==> config.mk <==
export PLATFORM = sky130hd
export DESIGN_NAME = id_ex_pipe
export DESIGN_NICKNAME = d
export VERILOG_FILES = /design/src/rtl/id_ex_pipe.sv
export SDC_FILE = /design/constraint.sdc
export NUM_CORES = 1
export LEC_CHECK = 0
export ABC_AREA = 1
export CAP_MARGIN = 10
export CORE_AREA = 5 5 298 300
export CTS_CLUSTER_SIZE = 25
export DETAILED_ROUTE_END_ITERATION = 7
export DIE_AREA = 0 0 303 305
export GPL_ROUTABILITY_DRIVEN = 0
export PLACE_DENSITY = 0.55
export SYNTH_ARGS = -nofsm -noshare
export SYNTH_HDL_FRONTEND = slang
export SYNTH_SLANG_ARGS = --single-unit
==> constraint.sdc <==
create_clock -name clk -period 2.5 [get_ports clk]
set_clock_uncertainty 0.1 [all_clocks]
set_input_delay 0.5 -clock clk [delete_from_list [all_inputs] [get_ports clk]]
set_output_delay 0.5 -clock clk [all_outputs]
set_load 0.02 [all_outputs]
==> src/rtl/id_ex_pipe.sv <==
// ID/EX pipeline stage: holds one decoded instruction between decode and execute,
// with flush, load-use bubbles, write-back bypass and saturating perf counters.
module id_ex_pipe #(
  parameter int unsigned XLEN   = 64,
  parameter int unsigned CTRL_W = 24,
  parameter int unsigned FX_W   = 5,
  parameter int unsigned BYPASS = 1,
  parameter int unsigned CNT_W  = 32
) (
  input  logic              clk,
  input  logic              rst,
  input  logic              in_valid,
  output logic              in_ready,
  input  logic [XLEN-1:0]   in_pc,
  input  logic [4:0]        in_rs1,
  input  logic [4:0]        in_rs2,
  input  logic [4:0]        in_rd,
  input  logic [XLEN-1:0]   in_rs1_data,
  input  logic [XLEN-1:0]   in_rs2_data,
  input  logic [XLEN-1:0]   in_imm,
  input  logic [CTRL_W-1:0] in_ctrl,
  input  logic [FX_W-1:0]   in_fx,
  output logic              out_valid,
  input  logic              out_ready,
  output logic [XLEN-1:0]   out_pc,
  output logic [XLEN-1:0]   out_rs1_data,
  output logic [XLEN-1:0]   out_rs2_data,
  output logic [XLEN-1:0]   out_imm,
  output logic [4:0]        out_rs1,
  output logic [4:0]        out_rs2,
  output logic [4:0]        out_rd,
  output logic [CTRL_W-1:0] out_ctrl,
  output logic [FX_W-1:0]   out_fx,
  input  logic              flush,
  input  logic              hz_bubble,
  input  logic              wb_en,
  input  logic [4:0]        wb_rd,
  input  logic [XLEN-1:0]   wb_data,
  input  logic              cnt_clr,
  output logic [CNT_W-1:0]  stall_cnt,
  output logic [CNT_W-1:0]  bubble_cnt,
  output logic [CNT_W-1:0]  flush_cnt
);

  localparam int unsigned REG_W   = 5;
  localparam bit          USE_BYP = (BYPASS != 0);
  localparam logic [CNT_W-1:0] CNT_MAX = {CNT_W{1'b1}};

  logic              r_valid;
  logic [XLEN-1:0]   r_pc;
  logic [XLEN-1:0]   r_rs1_data;
  logic [XLEN-1:0]   r_rs2_data;
  logic [XLEN-1:0]   r_imm;
  logic [REG_W-1:0]  r_rs1;
  logic [REG_W-1:0]  r_rs2;
  logic [REG_W-1:0]  r_rd;
  logic [CTRL_W-1:0] r_ctrl;
  logic [FX_W-1:0]   r_fx;
  logic [CNT_W-1:0]  r_stall_cnt;
  logic [CNT_W-1:0]  r_bubble_cnt;
  logic [CNT_W-1:0]  r_flush_cnt;

  logic              w_adv;
  logic              w_load;
  logic              w_drop;
  logic [XLEN-1:0]   w_cap_rs1;
  logic [XLEN-1:0]   w_cap_rs2;
  logic              w_hold_fwd1;
  logic              w_hold_fwd2;
  logic              w_stall_inc;
  logic              w_bubble_inc;

  // Handshake decode; flush always consumes decode, a bubble never does.
  always_comb begin
    w_adv    = !r_valid || out_ready;
    in_ready = flush || (!hz_bubble && w_adv);
    w_load   = !flush && !hz_bubble && in_valid && w_adv;
    w_drop   = flush || (w_adv && !w_load);
  end

  // Write-back forwarding into capture and held operands; x0 is never forwarded.
  always_comb begin
    w_cap_rs1   = in_rs1_data;
    w_cap_rs2   = in_rs2_data;
    w_hold_fwd1 = 1'b0;
    w_hold_fwd2 = 1'b0;
    if (USE_BYP) begin
      if (wb_en && (wb_rd == in_rs1) && (in_rs1 != REG_W'(0))) w_cap_rs1 = wb_data;
      if (wb_en && (wb_rd == in_rs2) && (in_rs2 != REG_W'(0))) w_cap_rs2 = wb_data;
      w_hold_fwd1 = wb_en && (wb_rd == r_rs1) && (r_rs1 != REG_W'(0));
      w_hold_fwd2 = wb_en && (wb_rd == r_rs2) && (r_rs2 != REG_W'(0));
    end
  end

  always_comb begin
    w_stall_inc  = r_valid && !out_ready && !flush;
    w_bubble_inc = hz_bubble && w_adv && !flush;
  end

  // Instruction register: load, drop (bubble/flush/empty) or hold with bypass.
  always_ff @(posedge clk) begin
    if (rst) begin
      r_valid    <= 1'b0;
      r_pc       <= '0;
      r_rs1_data <= '0;
      r_rs2_data <= '0;
      r_imm      <= '0;
      r_rs1      <= '0;
      r_rs2      <= '0;
      r_rd       <= '0;
      r_ctrl     <= '0;
      r_fx       <= '0;
    end else if (w_load) begin
      r_valid    <= 1'b1;
      r_pc       <= in_pc;
      r_rs1_data <= w_cap_rs1;
      r_rs2_data <= w_cap_rs2;
      r_imm      <= in_imm;
      r_rs1      <= in_rs1;
      r_rs2      <= in_rs2;
      r_rd       <= in_rd;
      r_ctrl     <= in_ctrl;
      r_fx       <= in_fx;
    end else if (w_drop) begin
      r_valid <= 1'b0;
      r_fx    <= '0;
    end else begin
      if (w_hold_fwd1) r_rs1_data <= wb_data;
      if (w_hold_fwd2) r_rs2_data <= wb_data;
    end
  end

  // Saturating performance counters; clear wins over increment.
  always_ff @(posedge clk) begin
    if (rst || cnt_clr) begin
      r_stall_cnt  <= '0;
      r_bubble_cnt <= '0;
      r_flush_cnt  <= '0;
    end else begin
      if (w_stall_inc && (r_stall_cnt != CNT_MAX))   r_stall_cnt  <= r_stall_cnt + CNT_W'(1);
      if (w_bubble_inc && (r_bubble_cnt != CNT_MAX)) r_bubble_cnt <= r_bubble_cnt + CNT_W'(1);
      if (flush && (r_flush_cnt != CNT_MAX))         r_flush_cnt  <= r_flush_cnt + CNT_W'(1);
    end
  end

  assign out_valid    = r_valid;
  assign out_pc       = r_pc;
  assign out_rs1_data = r_rs1_data;
  assign out_rs2_data = r_rs2_data;
  assign out_imm      = r_imm;
  assign out_rs1      = r_rs1;
  assign out_rs2      = r_rs2;
  assign out_rd       = r_rd;
  assign out_ctrl     = r_ctrl;
  assign out_fx       = r_fx;
  assign stall_cnt    = r_stall_cnt;
  assign bubble_cnt   = r_bubble_cnt;
  assign flush_cnt    = r_flush_cnt;

endmodule

# After elaboration in Yosys (flattened, before gate mapping)
# Index checks and enable logic that the tools add are counted.
[word_totals]
reg_bits = 397
inputBits = 377
output_inout_bits = 398
wordCells = 74
[op_classes]
n_addsub = 3
eq_ne = 8
muxes = 12
reduce_logical = 38
[op_table]
columns = ["cell", "count"]
rows = [
  ["two-way mux 64 bit", 8],
  ["adder 32 x 1 -> 32 bit, second input constant", 3],
  ["inequality test 32 bit, second input constant", 3],
  ["equality test 5 bit", 4],
  ["logical AND 1 bit", 20],
  ["nonzero test 5 bit", 4],
  ["two-way mux 5 bit", 2],
  ["nonzero test 2 bit", 3],
  ["logical NOT 1 bit", 5],
  ["logical OR 1 bit", 4],
  ["AND reduction 2 bit", 2],
  ["two-way mux 1 bit", 2],
  ["inequality test 2 bit, second input constant", 1],
]

# Depth between registers and ports, before layout
# Gate-level depths: netlist (run 1).
[logic_depth]
ltp_word = 9
mapped_depth = 14
mapped_depth_nobuf = 13

# Worst setup path after synthesis (run 1)
# No wires, ideal clock.
[synth_path]
path_type = "reg-to-reg"
from = "register r_stall_cnt[1], in the netlist stall_cnt[1]"
to = "register r_stall_cnt[23], in the netlist stall_cnt[23]"
setup_ps = 132
t_arrival_ps = 1706
required_time_ps = 2268
setup_slack_ps = 562
stages_incl_launch_ff = 12
period_less_slack_ps = 1938
cell_sequence = "dfxtp_1 -> ha_1 -> inv_1 -> nor3_4 -> nand2_1 -> nor2_4 -> nand2_4 -> nand2_4 -> inv_2 -> buf_4 -> nand2_1 -> a21oi_1"
[synth_via]
elab_chain_len = 2
[synth_rtl]
columns = ["element", "line", "source"]
rows = [
  ["start: declaration", "59", "logic [CNT_W-1:0] r_stall_cnt;"],
  ["start signal: assignment", "140", "if (w_stall_inc && (r_stall_cnt != CNT_MAX)) r_stall_cnt <= r_stall_cnt + CNT_W'(1);"],
  ["branches (longest 2 deep; another with adder 32 x 1 -> 32 bit)", "--", ""],
]
# Several ways; the timed one is not identified.
# A chain may end at the register's enable or synchronous reset.

# Worst setup path after layout (run 1)
[layout_path]
from = "register r_stall_cnt[23], in the netlist stall_cnt[23]"
to = "output port stall_cnt[23]"
[layout_rtl]
columns = ["element", "line", "source"]
rows = [
  ["end: declaration", "40", "output logic [CNT_W-1:0] stall_cnt,"],
]
# No word-level cell between the ends.

==> results of run 1 <==
kinds of logic after synthesis:
family                   Yosys count  share of synthesized area
AND/OR/NAND/NOR                 1925                      0.392
adder cells (fa/ha/maj)            3                    0.00191
buffers and inverters            441                     0.0996
XOR/XNOR                          38                     0.0169
flip-flops                       397                      0.404
AO/OA/AOI/OAI                    316                     0.0852
registers in the layout, indices dropped and copies added, names as in the netlist:
signal        flops
out_rs2           5
out_rs1_data     64
stall_cnt        32
bubble_cnt       32
out_rs1           5
out_rs2_data     64
out_ctrl         24
out_fx            5
out_imm          64
out_valid         1
out_pc           64
flush_cnt        32
out_rd            5
final timing paths:
check                start          endpoint  slack, ns  depth (start not counted)
max          stall_cnt[23]     stall_cnt[23]       0.08                          1
min                    rst         out_pc[7]       0.11                          2
max reg2reg     out_rs2[0]  out_rs2_data[57]       0.39                         10
min reg2reg      out_rd[3]         out_rd[3]       0.36                          2
cells in the final DEF (no fill, tap or decap), drive strengths merged, types with 18 or more instances in the layout:
cell type / n
nor2: 449
a21boi: 35
dfxtp: 397
nand2: 1247
buf: 95
nand4: 18
a21oi: 248
clkdlybuf4s50: 772
clkbuf: 79
nand3: 141
nor3: 50
xor2: 30
inv: 277
o21ai: 32
power by group through the flow:
stage	Combinational [uW]	Sequential, uW	Clock, uW
3_3_place_gp	2060	6660	0
4_1_cts	2060	6530	8070
3_5_place_dp	2050	6670	0
2_1_floorplan	654	6810	0
5_1_grt	2210	6540	8330
6_report	2050	6530	7870
through the flow:
step / hold WS, ns / total power [uW]
2_1_floorplan: 0.441 / 7470
3_3_place_gp: 0.351 / 8720
3_5_place_dp: 0.354 / 8720
4_1_cts: 0.0745 / 16700
5_1_grt: 0.0815 / 17100
6_report: 0.106 / 16400
what timing repair did:
| action | in CTS | in global routing |
|---|---|---|
| gates cloned | 0 | 0 |
| gates resized for setup | 1 | 1 |
| setup buffers | 0 | 0 |
| setup endpoints to repair | 1 | 1 |
layout make-up:
| type | instances | share of cell area |
|---|---|---|
| multi-input cells | 2282 | 0.316 |
| repair buffers | 868 | 0.288 |
| flip-flops and latches | 397 | 0.256 |
| clock buffers | 79 | 0.0530 |
| well taps | 1155 | 0.0466 |
| inverters | 276 | 0.0337 |
| clock inverters | 16 | 0.00568 |
| diodes | 10 | 0.000806 |
Yosys cell counts, drive strengths merged:
cell type and instances:
nor3b 1, dfxtp 397, buf 102, xnor2 8, nand2 1247, xor2 30, and2 2, a21boi 35
inv 276, nand3 141, ha 3, nor2 449, nand4 18, nor3 50, o21bai 1, a21oi 248
clkbuf 63, nand3b 17, o21ai 32
worst reg2reg max path, cell delays in order, from the launching register on:
cell and delay (ns):
dfxtp_1 0.37, inv_1 0.08, nand2_1 0.06, nand2_1 0.05, nor2_1 0.15, nand4_1 0.32
o21bai_4 0.30, buf_12 0.22, nand2_1 0.09, nor2_1 0.21, nor2_1 0.06
per-layer routing:
metal | global-route usage | vias to the layer above | share of wire
met2 | 0.319 | 677 | 0.49
met5 | 0 | - | 0.00047
li1 | - | 11100 | -
met3 | 0.0516 | 134 | 0.082
met1 | 0.221 | 9935 | 0.40
met4 | 0.0571 | 6 | 0.029
==> results by group, run 1 <==
Placed design
  – IO buf count: 774
  – DP Cell Count: 4978
  – Post-place setup slack: -0.218 ns
  – DP Area: 0.0292 mm2
  – Post-DP HPWL: 70000 um

Synth
  – Synth Net Count: 3500
  – FF+latch count, synth: 397
  – Cell accounting for the most synthesized area: dfxtp_1
  – Top area cells in the synthesized netlist: dfxtp_1, nand2_1, nor2_1, a21oi_1, inv_1
  – Syn. warnings: 0
  – Synth Instances: 3120
  – Mapped Area: 0.0197 mm2
  – Average cell area after synthesis: 6.31 um2
  – Netlist cell types: 35
  – Synth top area share: 0.404
  – Register area share after synthesis: 0.404

Clock tree
  – H-tree Lvls: 2
  – Number of clock sinks: 397
  – Skew-Pair Late Insertion Delay: 0.62 ns
  – CTS tree: built
  – Root buf cell: clkbuf_16
  – CTS Hold Buffers Added: 0
  – CTS buffer count: 52
  – CTS clock-pin slew for the worst setup and hold paths: 0.06 ns
  – Bufs on Longest Clock Path: 3

Timing
  – Fmax: 413 MHz
  – Pins Over Slew Limit: 0
  – Setup TNS: 0 ns
  – Count of final setup violators: 0
  – Final period utilization: 0.970
  – Least-Margin Pin Slew: 0.939 ns
  – Final hold viol count: 0
  – Setup ws final: 0.0760 ns
  – Min cycle time layout: ~2.4 ns
  – RSZ-0062 raised after global routing: no
  – Slew headroom: 0.374

Detailed routing
  – Via count: 21900
  – DR pass1 iterations: 5
  – Initial DRC Count: 1233
  – Residual DRC count: 0
  – Drt wl/cell: roughly 18 um
  – DRT Wirelength: 89900 um
  – DR vias/cell: around 4.3
  – Post-route ant nets: 0

Worst setup path
  – Max incr delay on CP: 0.68 ns
  – Setup crit start kind: flop
  – Slowest-stage cell, CP: clkdlybuf4s50_1
  – Crit path buf inv count: 1
  – Setup crit end kind: output pin
  – Worst endpoint required time: 1.90 ns
  – CP Max Fanout: 9
  – CP delay by family, top: buffers and inverters
  – Cell chain of the critical path: clkdlybuf4s50_1
  – WP data arrival: 1.82 ns
  – Crit Path Category: reg2out

Power and ir drop
  – Reg power frac: 0.397
  – Clock power frac: 0.478
  – Psw: 4210 uW
  – Switching portion of total power: 0.256
  – Share of power burned in combinational logic: 0.124
  – Peak supply drop: 536 uV
  – P_int: 12200 uW
  – Leakage: about 0.012 uW
  – Power per cell area: 530 mW/mm2

Flow run
  – Max cap viols: 0

Global routing
  – Initial antenna violation count: 15
  – Number of global-route vias before repair: 20900
  – Total GRT Usage: 0.184
  – Grt ovf: 0
  – First-pass GRT wire length: 133000 um
  – Largest net degree at the start of global routing: 153

Finish
  – Fillers: 9377
  – Design area: around 0.031 mm2
  – Synth-to-layout area growth: 57.7%
  – Multi-input logic area: 0.00981 mm2
  – Post-route insts no fill: around 5100
  – FF+latch area: 0.00795 mm2
  – Final nets: around 4300
  – Layout cells sized above 1: 0.0597
  – Post-layout util: 0.361

Die
  – Die Wd: 303 um
  – Rows: roughly 110
  – I/O pin count: 775
  – Initial core utilization: 0.229
  – Die area: 0.0924 mm2
  – Die Span Y: 305 um
  – Core Footprint: 0.0859 mm2

Worst hold path
  – Hold WC Path Type: in2reg

Status
  – Status: completed
Power figures use the tool's default switching activity.
==> run 2: changes to the inputs <==
--- a/config.mk
+++ b/config.mk
@@ -13,6 +13,7 @@
 export DIE_AREA = 0 0 303 305
 export GPL_ROUTABILITY_DRIVEN = 0
 export PLACE_DENSITY = 0.55
+export SKIP_LAST_GASP = 1
 export SYNTH_ARGS = -nofsm -noshare
 export SYNTH_HDL_FRONTEND = slang
 export SYNTH_SLANG_ARGS = --single-unit
==> constraint.sdc (replaced) <==
create_clock -name clk -period 2.82 [get_ports clk]
set_clock_uncertainty 0.1 [all_clocks]
set_input_delay 0.564 -clock clk [delete_from_list [all_inputs] [get_ports clk]]
set_output_delay 0.564 -clock clk [all_outputs]
set_load 0.02 [all_outputs]
==> run 2 against run 1 <==
Register-to-register slack gained 0.17 ns. Final area shrank 1.6%. Utilization shrank 0.60 points. Die area stayed put. Critical endpoint is now in_ready. Highest routed layer unchanged.
==> results by group, run 2 (synthesized netlist as in run 1, its figures left out) <==
Timing
  – Fmax: 365 MHz
  – Min cycle time layout: 2.74 ns
  – Count of final setup violators: 0 (unchanged)
  – Slew headroom: 0.483 (+0.108)
  – Setup ws final: 0.0797 ns (+0.00371 ns)
  – RSZ-0062 raised after global routing: no
  – Final period utilization: 0.972
  – Least-Margin Pin Slew: 0.776 ns (-0.162 ns)
  – Final hold viol count: 0 (unchanged)
  – Pins Over Slew Limit: 0 (unchanged)
  – Setup TNS: 0 ns (unchanged)

Worst hold path
  – Hold Crit Start: out_ctrl[20]
  – Worst Hold Endpoint: out_ctrl[20]
  – Hold WC Path Type: reg2reg
  – Worst Hold Depth: 2 (unchanged)

Global routing
  – Grt ovf: 0 (unchanged)
  – Largest net degree at the start of global routing: 83 (-46%)
  – First-pass GRT wire length: 131000 um (-1.2%)
  – Number of global-route vias before repair: 20600 (-1.7%)
  – Initial antenna violation count: 18 (+3)
  – Total GRT Usage: 0.183 (-0.00104)

Detailed routing
  – Via count: 21700 (-0.69%)
  – Top sig layer: met5
  – DR pass1 iterations: 5 (unchanged)
  – Initial DRC Count: 1314 (+6.6%)
  – DRT Wirelength: 89700 um (-0.30%)
  – Met3 WL: 6110 um (-17%)
  – Drt wl/cell: 17.8 um (+0.45%)
  – Metal2 WL: 44200 um (+0.72%)
  – Wire length on met1: 37000 um (+2.8%)
  – Residual DRC count: 0 (unchanged)
  – DR vias/cell: 4.31 (about the same)
  – Post-route ant nets: 0 (unchanged)

Finish
  – Final nets: 4223 (-0.80%)
  – Design area: 0.0305 mm2 (-1.6%)
  – Most frequent cells in the layout: nand2_1, clkdlybuf4s50_1, nor2_1
  – Synth-to-layout area growth: 55.1%
  – Layout cells sized above 1: 0.0482 (-0.0115)
  – Commonest non-fill, non-tap cell in the layout: nand2_1
  – Post-route insts no fill: 5045 (-0.75%)

Flow run
  – Max cap viols: 0 (unchanged)

Power and ir drop
  – Total power: 14200 uW (-13%)
  – Power per cell area: 466 mW/mm2 (-12%)
  – Peak supply drop: 412 uV (-23%)
  – Leakage: 0.0122 uW (-2.2%)

Clock tree
  – H-tree Lvls: 2 (unchanged)
  – CTS buffer count: 50 (-3.8%)
  – CTS tree: built
  – Skew-Pair Late Insertion Delay: 0.60 ns (-0.02 ns)
  – Setup Buffers After CTS: 0 (unchanged)
  – Post-CTS sizing: 0 (-1)
  – CTS clock-pin slew for the worst setup and hold paths: 0.05 ns (about the same)
  – Root buf cell: clkbuf_16
  – Number of clock sinks: 397 (unchanged)
  – Bufs on Longest Clock Path: 3 (unchanged)
  – CTS Hold Buffers Added: 0 (unchanged)

Worst setup path
  – Setup crit end kind: output pin
  – Capturing point of the worst reg2reg path: flush_cnt[20]
  – Crit Path Category: in2out
  – Cell depth of the worst flop-to-flop path: 12 (+2)
  – Worst endpoint required time: 2.16 ns (+0.26 ns)
  – CP Max Fanout: 3 (-6)
  – R2R Setup Slk: 0.56 ns (+0.17 ns)
  – Worst R2R Start: flush_cnt[0]
  – WP data arrival: 2.08 ns (+0.26 ns)
  – Setup crit start kind: primary input

Placed design
  – Post-DP HPWL: 69400 um (-0.91%)
  – IO buf count: 774 (unchanged)
  – DP Area: 0.0288 mm2 (-1.3%)
  – Post-place setup slack: 0.00568 ns (+0.224 ns)
  – DP Cell Count: 4946 (-0.64%)

Die
  – Rows: 108 (unchanged)
  – Core Footprint: 0.0859 mm2 (unchanged)
  – Die Span Y: 305 um (unchanged)
  – Die area: 0.0924 mm2 (unchanged)
  – I/O pin count: 775 (unchanged)
  – Die Wd: 303 um (unchanged)
  – Initial core utilization: 0.229 (unchanged)

Status
  – Status: completed
==> run 2: stage by stage <==
step | hold WS (ns) | util
3_3_place_gp | 0.350 | 0.335
5_1_grt | 0.374 | 0.355
3_5_place_dp | 0.355 | 0.335
4_1_cts | 0.363 | 0.355
6_report | 0.361 | 0.355
2_1_floorplan | 0.441 | -
==> run 2: power breakdown <==
part / switching, uW / internal (uW) / total, uW
logic: 881 / 891 / 1770
registers: 66.0 / 5720 / 5790
clock network: 2660 / 4020 / 6670
==> run 2: final cells by class <==
type | instances | area, um2
tap | 1155 | 1450
antenna | 11 | 27.5
sequential | 397 | 7950
inverter | 276 | 1050
clock inverter | 13 | 186
timing repair buffer | 836 | 8570
multi-input combinational | 2282 | 9810
clock buffer | 75 | 1500
fill | 9327 | 55400
==> run 2: how the worst max path moves through the flow <==
stage | depth (start not counted) | from | slack (ns) | to
6_report | 6 | out_ready | 0.08 | in_ready
3_3_place_gp | 11 | wb_rd[1] | 0.04 | out_rs2_data[5]
5_1_grt | 6 | out_valid | 0.01 | in_ready
2_1_floorplan | 4 | flush | 0.87 | in_ready
3_5_place_dp | 10 | flush | 0.006 | out_rs1_data[10]
4_1_cts | 4 | flush | 0.06 | in_ready
==> run 2: critical path, stage by stage <==
cell and delay (ns):
clkdlybuf4s50_1 0.40, nor2_1 0.22, inv_2 0.09, nor2_1 0.18
nor2_1 0.09, clkdlybuf4s50_1 0.54
==> run 2: routing by layer <==
| metal | up-vias | GRT usage |
|---|---|---|
| li1 | 11100 | - |
| met2 | 655 | 0.319 |
| met1 | 9884 | 0.224 |
| met3 | 113 | 0.0453 |
| met4 | 10 | 0.0506 |
| met5 | - | 0 |
